<file path="src/rtl/regbench_pkg.sv">
// rtl/regbench_pkg.sv - shared widths, protected addresses and helpers for the register bench
package regbench_pkg;

  localparam int REG_ADDR_W    = 5;
  localparam int REG_DATA_W    = 32;
  localparam int N_REQ_DEFAULT = 3;

  localparam logic [REG_ADDR_W-1:0] REG_ZERO  = 5'd0;
  localparam logic [REG_ADDR_W-1:0] REG_CONST = 5'd1;

  typedef struct packed {
    logic [REG_ADDR_W-1:0] addr;
    logic [REG_DATA_W-1:0] data;
  } wr_req_t;

  function automatic logic is_protected(input logic [REG_ADDR_W-1:0] addr);
    return (addr == REG_ZERO) || (addr == REG_CONST);
  endfunction

endpackage

</file>
<file path="src/rtl/rr_arbiter.sv">
// rtl/rr_arbiter.sv - combinational round-robin arbiter, search starts at ptr
module rr_arbiter #(
  parameter int N  = 3,
  parameter int IW = (N > 1) ? $clog2(N) : 1
) (
  input  logic [N-1:0]  req,
  input  logic [IW-1:0] ptr,
  output logic [N-1:0]  gnt,
  output logic [IW-1:0] gnt_idx
);

  logic found;
  int   idx;

  always_comb begin
    gnt     = '0;
    gnt_idx = '0;
    found   = 1'b0;
    idx     = 0;
    for (int k = 0; k < N; k++) begin
      idx = (int'(ptr) + k) % N;
      if (!found && req[idx]) begin
        found        = 1'b1;
        gnt[idx]     = 1'b1;
        gnt_idx      = IW'(idx);
      end
    end
  end

endmodule

</file>
<file path="src/rtl/regbench_write_arbiter.sv">
// rtl/regbench_write_arbiter.sv - shares the register bench write port among requesters
module regbench_write_arbiter
  import regbench_pkg::*;
#(
  parameter int N_REQ      = N_REQ_DEFAULT,
  parameter int DROP_CNT_W = 8
) (
  input  logic                         clock,
  input  logic                         reset_n,
  input  logic                         stall,
  input  logic [N_REQ-1:0]             req_valid,
  input  logic [N_REQ*REG_ADDR_W-1:0]  req_addr,
  input  logic [N_REQ*REG_DATA_W-1:0]  req_data,
  output logic [N_REQ-1:0]             req_ready,
  output logic                         wr_en,
  output logic [REG_ADDR_W-1:0]        wr_addr,
  output logic [REG_DATA_W-1:0]        wr_data,
  output logic [31:0]                  pending,
  output logic                         drop_pulse,
  output logic [DROP_CNT_W-1:0]        drop_count
);

  localparam int IW = (N_REQ > 1) ? $clog2(N_REQ) : 1;

  logic [IW-1:0]         rr_ptr_q, rr_ptr_d;
  logic [IW-1:0]         gnt_idx;
  logic [N_REQ-1:0]      gnt;
  logic                  hs;
  logic                  drop_hit;
  wr_req_t               sel;

  logic                  wr_en_q, wr_en_d;
  logic [REG_ADDR_W-1:0] wr_addr_q, wr_addr_d;
  logic [REG_DATA_W-1:0] wr_data_q, wr_data_d;
  logic                  drop_pulse_q, drop_pulse_d;
  logic [DROP_CNT_W-1:0] drop_count_q, drop_count_d;

  rr_arbiter #(.N(N_REQ), .IW(IW)) u_arb (
    .req     (req_valid),
    .ptr     (rr_ptr_q),
    .gnt     (gnt),
    .gnt_idx (gnt_idx)
  );

  // Grant is suppressed under stall or reset so no handshake can slip through.
  assign req_ready = (stall || !reset_n) ? '0 : gnt;
  assign hs        = |(req_valid & req_ready);

  always_comb begin
    sel = '0;
    for (int i = 0; i < N_REQ; i++) begin
      if (gnt[i]) begin
        sel.addr = req_addr[i*REG_ADDR_W +: REG_ADDR_W];
        sel.data = req_data[i*REG_DATA_W +: REG_DATA_W];
      end
    end
  end

  assign drop_hit = hs && is_protected(sel.addr);

  always_comb begin
    rr_ptr_d = rr_ptr_q;
    if (hs) begin
      rr_ptr_d = (gnt_idx == IW'(N_REQ - 1)) ? '0 : gnt_idx + 1'b1;
    end
  end

  // Dropped writes leave addr/data untouched so the bench sees a stable bus.
  always_comb begin
    wr_en_d      = hs && !drop_hit;
    wr_addr_d    = wr_en_d ? sel.addr : wr_addr_q;
    wr_data_d    = wr_en_d ? sel.data : wr_data_q;
    drop_pulse_d = drop_hit;
    drop_count_d = drop_count_q;
    if (drop_hit && (drop_count_q != '1)) begin
      drop_count_d = drop_count_q + 1'b1;
    end
  end

  always_ff @(posedge clock or negedge reset_n) begin
    if (!reset_n) begin
      rr_ptr_q     <= '0;
      wr_en_q      <= 1'b0;
      wr_addr_q    <= '0;
      wr_data_q    <= '0;
      drop_pulse_q <= 1'b0;
      drop_count_q <= '0;
    end else begin
      rr_ptr_q     <= rr_ptr_d;
      wr_en_q      <= wr_en_d;
      wr_addr_q    <= wr_addr_d;
      wr_data_q    <= wr_data_d;
      drop_pulse_q <= drop_pulse_d;
      drop_count_q <= drop_count_d;
    end
  end

  assign wr_en      = wr_en_q;
  assign wr_addr    = wr_addr_q;
  assign wr_data    = wr_data_q;
  assign pending    = wr_en_q ? (32'd1 << wr_addr_q) : 32'd0;
  assign drop_pulse = drop_pulse_q;
  assign drop_count = drop_count_q;

endmodule

</file>
<file path="config.mk">
export PLATFORM = sky130hd
export DESIGN_NAME = regbench_write_arbiter
export DESIGN_NICKNAME = d
export VERILOG_FILES = /design/src/rtl/regbench_pkg.sv /design/src/rtl/rr_arbiter.sv /design/src/rtl/regbench_write_arbiter.sv
export SDC_FILE = /design/constraint.sdc
export NUM_CORES = 1
export LEC_CHECK = 0
export CAP_MARGIN = 20
export CORE_MARGIN = 8
export CORE_UTILIZATION = 38
export DETAILED_ROUTE_END_ITERATION = 16
export GPL_TIMING_DRIVEN = 0
export PLACE_DENSITY = 0.88
export SKIP_CTS_REPAIR_TIMING = 1
export SYNTH_ARGS = -nofsm -noshare
export SYNTH_HDL_FRONTEND = slang
export SYNTH_SLANG_ARGS = --single-unit
</file>
<file path="constraint.sdc">
create_clock -name clock -period 4.7 [get_ports clock]
set_input_delay 0.94 -clock clock [delete_from_list [all_inputs] [get_ports clock]]
set_output_delay 0.94 -clock clock [all_outputs]
set_load 0.02 [all_outputs]
</file>
Yosys cells after proc, flatten, opt, wreduce, memory -nomap -nowiden --
Cells that the tools add are included.
Cells by class: shift operators 1, equal/unequal tests 3, add/subtract/negate cells 4, div/mod/pow operators 3, reduce and logical (&&, ||, !) cells 16, bitwise operators 3, mux-type cells 29, order comparisons 6
Operators with widths (number):
- 37-bit two-way mux | 3
- 32-bit by 1-bit greater-or-equal comparator with 1-bit output, second input constant | 3
- 32-bit by 4-bit < comparator with 1-bit output, second input constant | 3
- 32-bit by 3-bit modulo with 32-bit output, second input constant | 2
- 3-bit by 3-bit modulo with 32-bit output, second input constant | 1
- 32-bit two-way mux | 1
- 1-bit by 5-bit << shifter with 32-bit output, first input constant | 1
- 3-bit two-way mux | 4
- 1-bit two-way mux | 11
- 8-bit by 1-bit adder with 8-bit output, second input constant | 1
- 1-bit logical AND | 8
- 2-bit two-way mux | 4
- 8-bit inequality test, second input constant | 1
- 1-bit binary-select mux with 2-bit select | 3
- 1-bit demux with 2-bit select | 3
- 3-bit bitwise OR | 2
- 5-bit by 1-bit equality test with 1-bit output, second input constant | 1
- 5-bit zero test | 1
- 1-bit zero test | 4
- 2-bit by 1-bit adder with 3-bit output, second input constant | 1
- 2-bit by 2-bit adder with 3-bit output, second input constant | 1
- 3-bit AND | 1
- 3-bit OR reduction | 1
- 2-bit by 1-bit adder with 2-bit output, second input constant | 1
- other kinds (2) | 3
Storage, ports and cells: flip-flop bits (word level) 49, input bits 117, output and inout port bits 82, logic and storage cells 71

Logic depth before layout (Yosys ltp) --
Gate-level depths: netlist of run 1.
depth in word-level cells 19, depth in mapped cells 15, gate-level depth less buffers 11

Cells and area by module --
A second synthesis of run 1 with hierarchy kept.
Unflattened totals: cells, all modules 414, area total of the unflattened synthesis 3186.8 um^2
Modules (own cells, without submodules):
- regbench_write_arbiter | area an instance 2854.0 um^2, cells an instance 362, instances 1, seq. area each 1226.2 um^2
- rr_arbiter | area an instance 332.8 um^2, cells an instance 52, instances 1, seq. area each 0.0 um^2

Least setup slack after synthesis of run 1 --
Ideal clock, no wire load.
kind input-to-output, start point in req_valid[1], end point out req_ready[2], path buffers 3, arrival time 2.547 ns, cell stages on the path 8, required time 3.760 ns, path slack 1.213 ns, cell sequence nor2b_1 nor3_1 a21oi_1 o21a_1 clkbuf_1 clkbuf_1 buf_1 nor2_1
Between the ends: longest elaborated chain between the ends 11, elaborated cells on any way between the ends 21, classes of those cells mux (15); bitwise (2); reduce/logical (4)
Ends and longest elaborated chain:
- start, declared | line regbench_write_arbiter.sv:11 | input logic [N_REQ-1:0] req_valid,
- 1-bit binary-select mux with 2-bit select | line rr_arbiter.sv:22 | if (!found && req[idx]) begin
- 1-bit two-way mux (implied by the code) (2 in a row) | line rr_arbiter.sv:22
- 1-bit two-way mux | line rr_arbiter.sv:22
- 1-bit zero test | line rr_arbiter.sv:22
- 1-bit logical AND | line rr_arbiter.sv:22
- 1-bit two-way mux | line rr_arbiter.sv:22
- 1-bit zero test | line rr_arbiter.sv:22
- 1-bit logical AND | line rr_arbiter.sv:22
- 3-bit two-way mux (*) | line rr_arbiter.sv:22
- 3-bit two-way mux (*) | line regbench_write_arbiter.sv:46 | assign req_ready = (stall || !reset_n) ? '0 : gnt;
- end, declared | line regbench_write_arbiter.sv:14 | output logic [N_REQ-1:0] req_ready,
Mark *: on every way between the ends. The rest lies on a longest branch, timed or not. The select of a mux whose other input is x is not followed.

Final worst setup path of run 1 --
start point in req_valid[2], end point out req_ready[2]
The elaborated chain is that of the path after synthesis.

==> summary.txt, run 1 <==
Setup path
  – Critical Path End Type: primary output
  – WP data required: 3.76 ns
  – CP max FO: 13
  – CP startpoint kind: primary input
  – Critical path type: primary input to primary output
  – CP arrival: 3.50 ns

Synth
  – Sequential area share after synthesis: 38.0%
  – #FFs+latches synth: 49
  – Synth area leaders: dfrtp_1 38%, mux2_4 8.8%, nor2_1 8.8%, a22oi_1 7.7%, mux2_1 6.6%
  – Synth Area in Adders: around 1.9%
  – Mux contribution to synthesized area: 16.1%
  – Commonest cells post-synth: 76 x nor2_1, 49 x dfrtp_1, 37 x a21oi_1
  – Cells after Synth: ~360
  – Synth Area in Compound Gates: ~18%
  – Simple-gate area share of the yosys netlist: 19.9%
  – Synth area leader: dfrtp_1
  – Syn_nets: 477
  – Synth warn: 0
  – Async S/R FF share, synth: 100%
  – Share of the synthesized area in the top cell type: 38.0%
  – Post-synth EDFFs: 0
  – Largest family of logic cells by synthesized area: simple AND/OR/NAND/NOR gates
  – Main synth FF type: dfrtp_1
  – Yosys cell types: 45
  – Top-count cell post-synth: nor2_1
  – Syn Area/Cell: ~9 µm²
  – Synthesized area: around 0.0032 mm²
  – Xor/xnor share of the synthesized area: 1.63%

GRT
  – Grt total ovfl: 0
  – Largest net degree at the start of global routing: 28
  – Vias in the first global route: approximately 3.6k
  – Antenna violations before repair: 0
  – Tot GR Track Use: 19.9%
  – First-pass GRT wire length: 18800 µm

Finish
  – Fillers: 660
  – Layout cells sized above 1: between 8 and 9%
  – FF+latch area: between 0.001 and 0.0015 mm²
  – Cell area after layout: 0.00550 mm²
  – Final non-filler cell total: ~670
  – Area of the multi-input gates: 0.00186 mm²
  – Area Growth Syn to Fin: 70.6%
  – Nets: 682
  – Diode count: 0
  – Utilization after layout: approximately two thirds

Placed design
  – Final RePlAce weighted congestion: 0.858
  – I/O Buffers: 198
  – HPWL Detailed: 9990 µm
  – Placed cell count: 659
  – Post-Place Cell Area: 0.00536 mm²

Pwr
  – Clock power share: 10.3%
  – Lkg Pwr: 2.27 nW
  – IR drop worst, VDD: 0.355 mV
  – Comb power frac: 69.0%
  – P_sw: 1.61 mW
  – Sw Ratio: 45.7%
  – Overall power: 3.53 mW
  – Cell area power density: 641 mW/mm²
  – Flop pwr share: 20.7%
  – Int Power: ~1.9 mW

Status
  – Status: finished, final reports clean

Timing
  – Slew @ Worst Pin: 0.658 ns
  – Final Hold Fails: 0
  – Max-slew violation count: 0
  – TNS Setup: 0 ns
  – Post-route minimum period: 4.44 ns
  – Headroom to the max-slew limit: 56.1%
  – FMAX: 225 MHz
  – Clock Skew: approximately 0.012 ns
  – Final setup viols: 0
  – RSZ-0062 raised after global routing: no
  – Fin crit share: around 94%

Clocking
  – Clock tree buffer depth: 2
  – CTS Buf Count: 5
  – Clock latency at the later pin of the worst-skew pair: 0.30 ns
  – Total clock sinks: 49
  – CTS tree: done
  – H-tree levels: 2
  – Root Buffer: clkbuf_8
  – Register clock-pin slew on the reported worst setup and hold paths: 0.10 ns

Route
  – First-pass DRT Iterations: 4
  – Via density: 5.30
  – DR iter-0 viols: 186
  – Residual DRC count: 0
  – Antenna viol nets, final: 0
  – Total Wirelength: 12200 µm
  – Drt wl/cell: ~18 µm
  – Via total after detailed routing: 3530

Floorplan
  – Die ar.: 0.0117 mm²
  – I/O pin cnt: 199
  – # rows: 33
  – Die H: 108 µm
  – Chip width: 108 µm
  – Core area: 0.00822 mm²
  – Initial core utilization: between 30% and 40%

Min path
  – Worst Hold Class: register to register

Run
  – Max-Cap Viols: 0
==> stage by stage <==
step / setup WS, ns / hold slack (ns)
6_report: 0.259 / 0.498
4_1_cts: -0.375 / 0.503
3_5_place_dp: -0.355 / 0.481
2_1_floorplan: 1.21 / 0.503
5_1_grt: 0.0868 / 0.523
3_3_place_gp: -0.403 / 0.472
==> critical path, cell delays in order <==
cell,delay (ns)
clkdlybuf4s50_1,0.58
nand2_1,0.13
o22ai_1,0.21
a21oi_1,0.10
o21a_2,0.30
clkbuf_2,0.23
clkbuf_2,0.26
nor2_1,0.13
clkdlybuf4s50_1,0.62
==> state kept, by name, summed over array words and instances (netlist names) <==
name / count
wr_data: 32
wr_en: 1
drop_pulse: 1
rr_ptr_q: 2
wr_addr: 5
drop_count: 8
==> routing by layer <==
metal	share of wire, %	global-route usage, %	vias up
li1	-	-	1666
met1	37	21.5	1668
met2	50	35.3	174
met3	10	7.61	22
met4	2.4	5.65	0
met5	0	0	-
==> area by class of cell <==
type / count / area share (%)
tap: 105 / 2.39
buffer: 24 / 2.41
timing repair buffer: 199 / 36.4
clock inverter: 3 / 1.25
sequential: 49 / 22.3
clock buffer: 5 / 1.25
multi-input combinational: 277 / 33.7
inverter: 4 / 0.273
==> layout by cell type (no fill, tap or decap), types with 3 or more instances in the layout <==
cell             Yosys  final
clkdlybuf4s50_1      0    197
nor2_1              76     76
dfrtp_1             49     49
a21oi_1             37     37
a22oi_1             33     33
mux2_1              19     19
mux2_4              19     19
nand2_1             16     16
clkbuf_1            17     15
nand3_1             12     12
nor2b_1              9      9
nand2b_1             7      7
xnor2_1              6      6
a31oi_1              5      5
ha_1                 5      5
clkbuf_8             0      5
nand4_1              4      4
inv_1                3      3
buf_2                2      3
==> kinds of logic (layout without fill, tap and decap cells) <==
logic type / after synthesis / after routing
AO/OA/AOI/OAI: 90 / 90
XOR/XNOR: 6 / 6
adder cells (fa/ha/maj): 5 / 5
buffers and inverters: 29 / 235
flip-flops: 49 / 49
multiplexers: 40 / 40
AND/OR/NAND/NOR: 136 / 136
==> path summary, 6_finish.rpt <==
| path | from | endpoint | slack, ns | cells after the start |
|---|---|---|---|---|
| setup / recovery | req_valid[2] | req_ready[2] | 0.26 | 9 |
| hold / removal | wr_data[9]$_DFFE_PN0P_ | wr_data[9]$_DFFE_PN0P_ | 0.50 | 1 |
| setup reg to reg | rr_ptr_q[0]$_DFFE_PN0P_ | wr_addr[0]$_DFFE_PN0P_ | 1.02 | 13 |
| hold reg to reg | wr_data[9]$_DFFE_PN0P_ | wr_data[9]$_DFFE_PN0P_ | 0.50 | 1 |
| max in group asynchronous | reset_n | wr_data[31]$_DFFE_PN0P_ | 3.48 | 2 |
| min in group asynchronous | reset_n | wr_data[8]$_DFFE_PN0P_ | 0.66 | 1 |
==> power groups by stage <==
stage | Clock, mW | Sequential [mW] | Combinational (mW)
after floorplan | 0 | 0.923 | 1.36
after global placement | 0 | 0.724 | 2.36
after detailed placement | 0 | 0.740 | 2.44
after CTS | 0.372 | 0.732 | 2.45
after global routing | 0.394 | 0.761 | 2.65
final | 0.364 | 0.732 | 2.43
Note: power is estimated with default switching activity, not from simulation.
==> run 2, diff against run 1 <==
CAP_MARGIN = 25   (was 20)
CTS_CLUSTER_SIZE = 14   (was default)
==> results of run 2 <==
The final DEF is identical to that of run 1; final timing and power are the same.
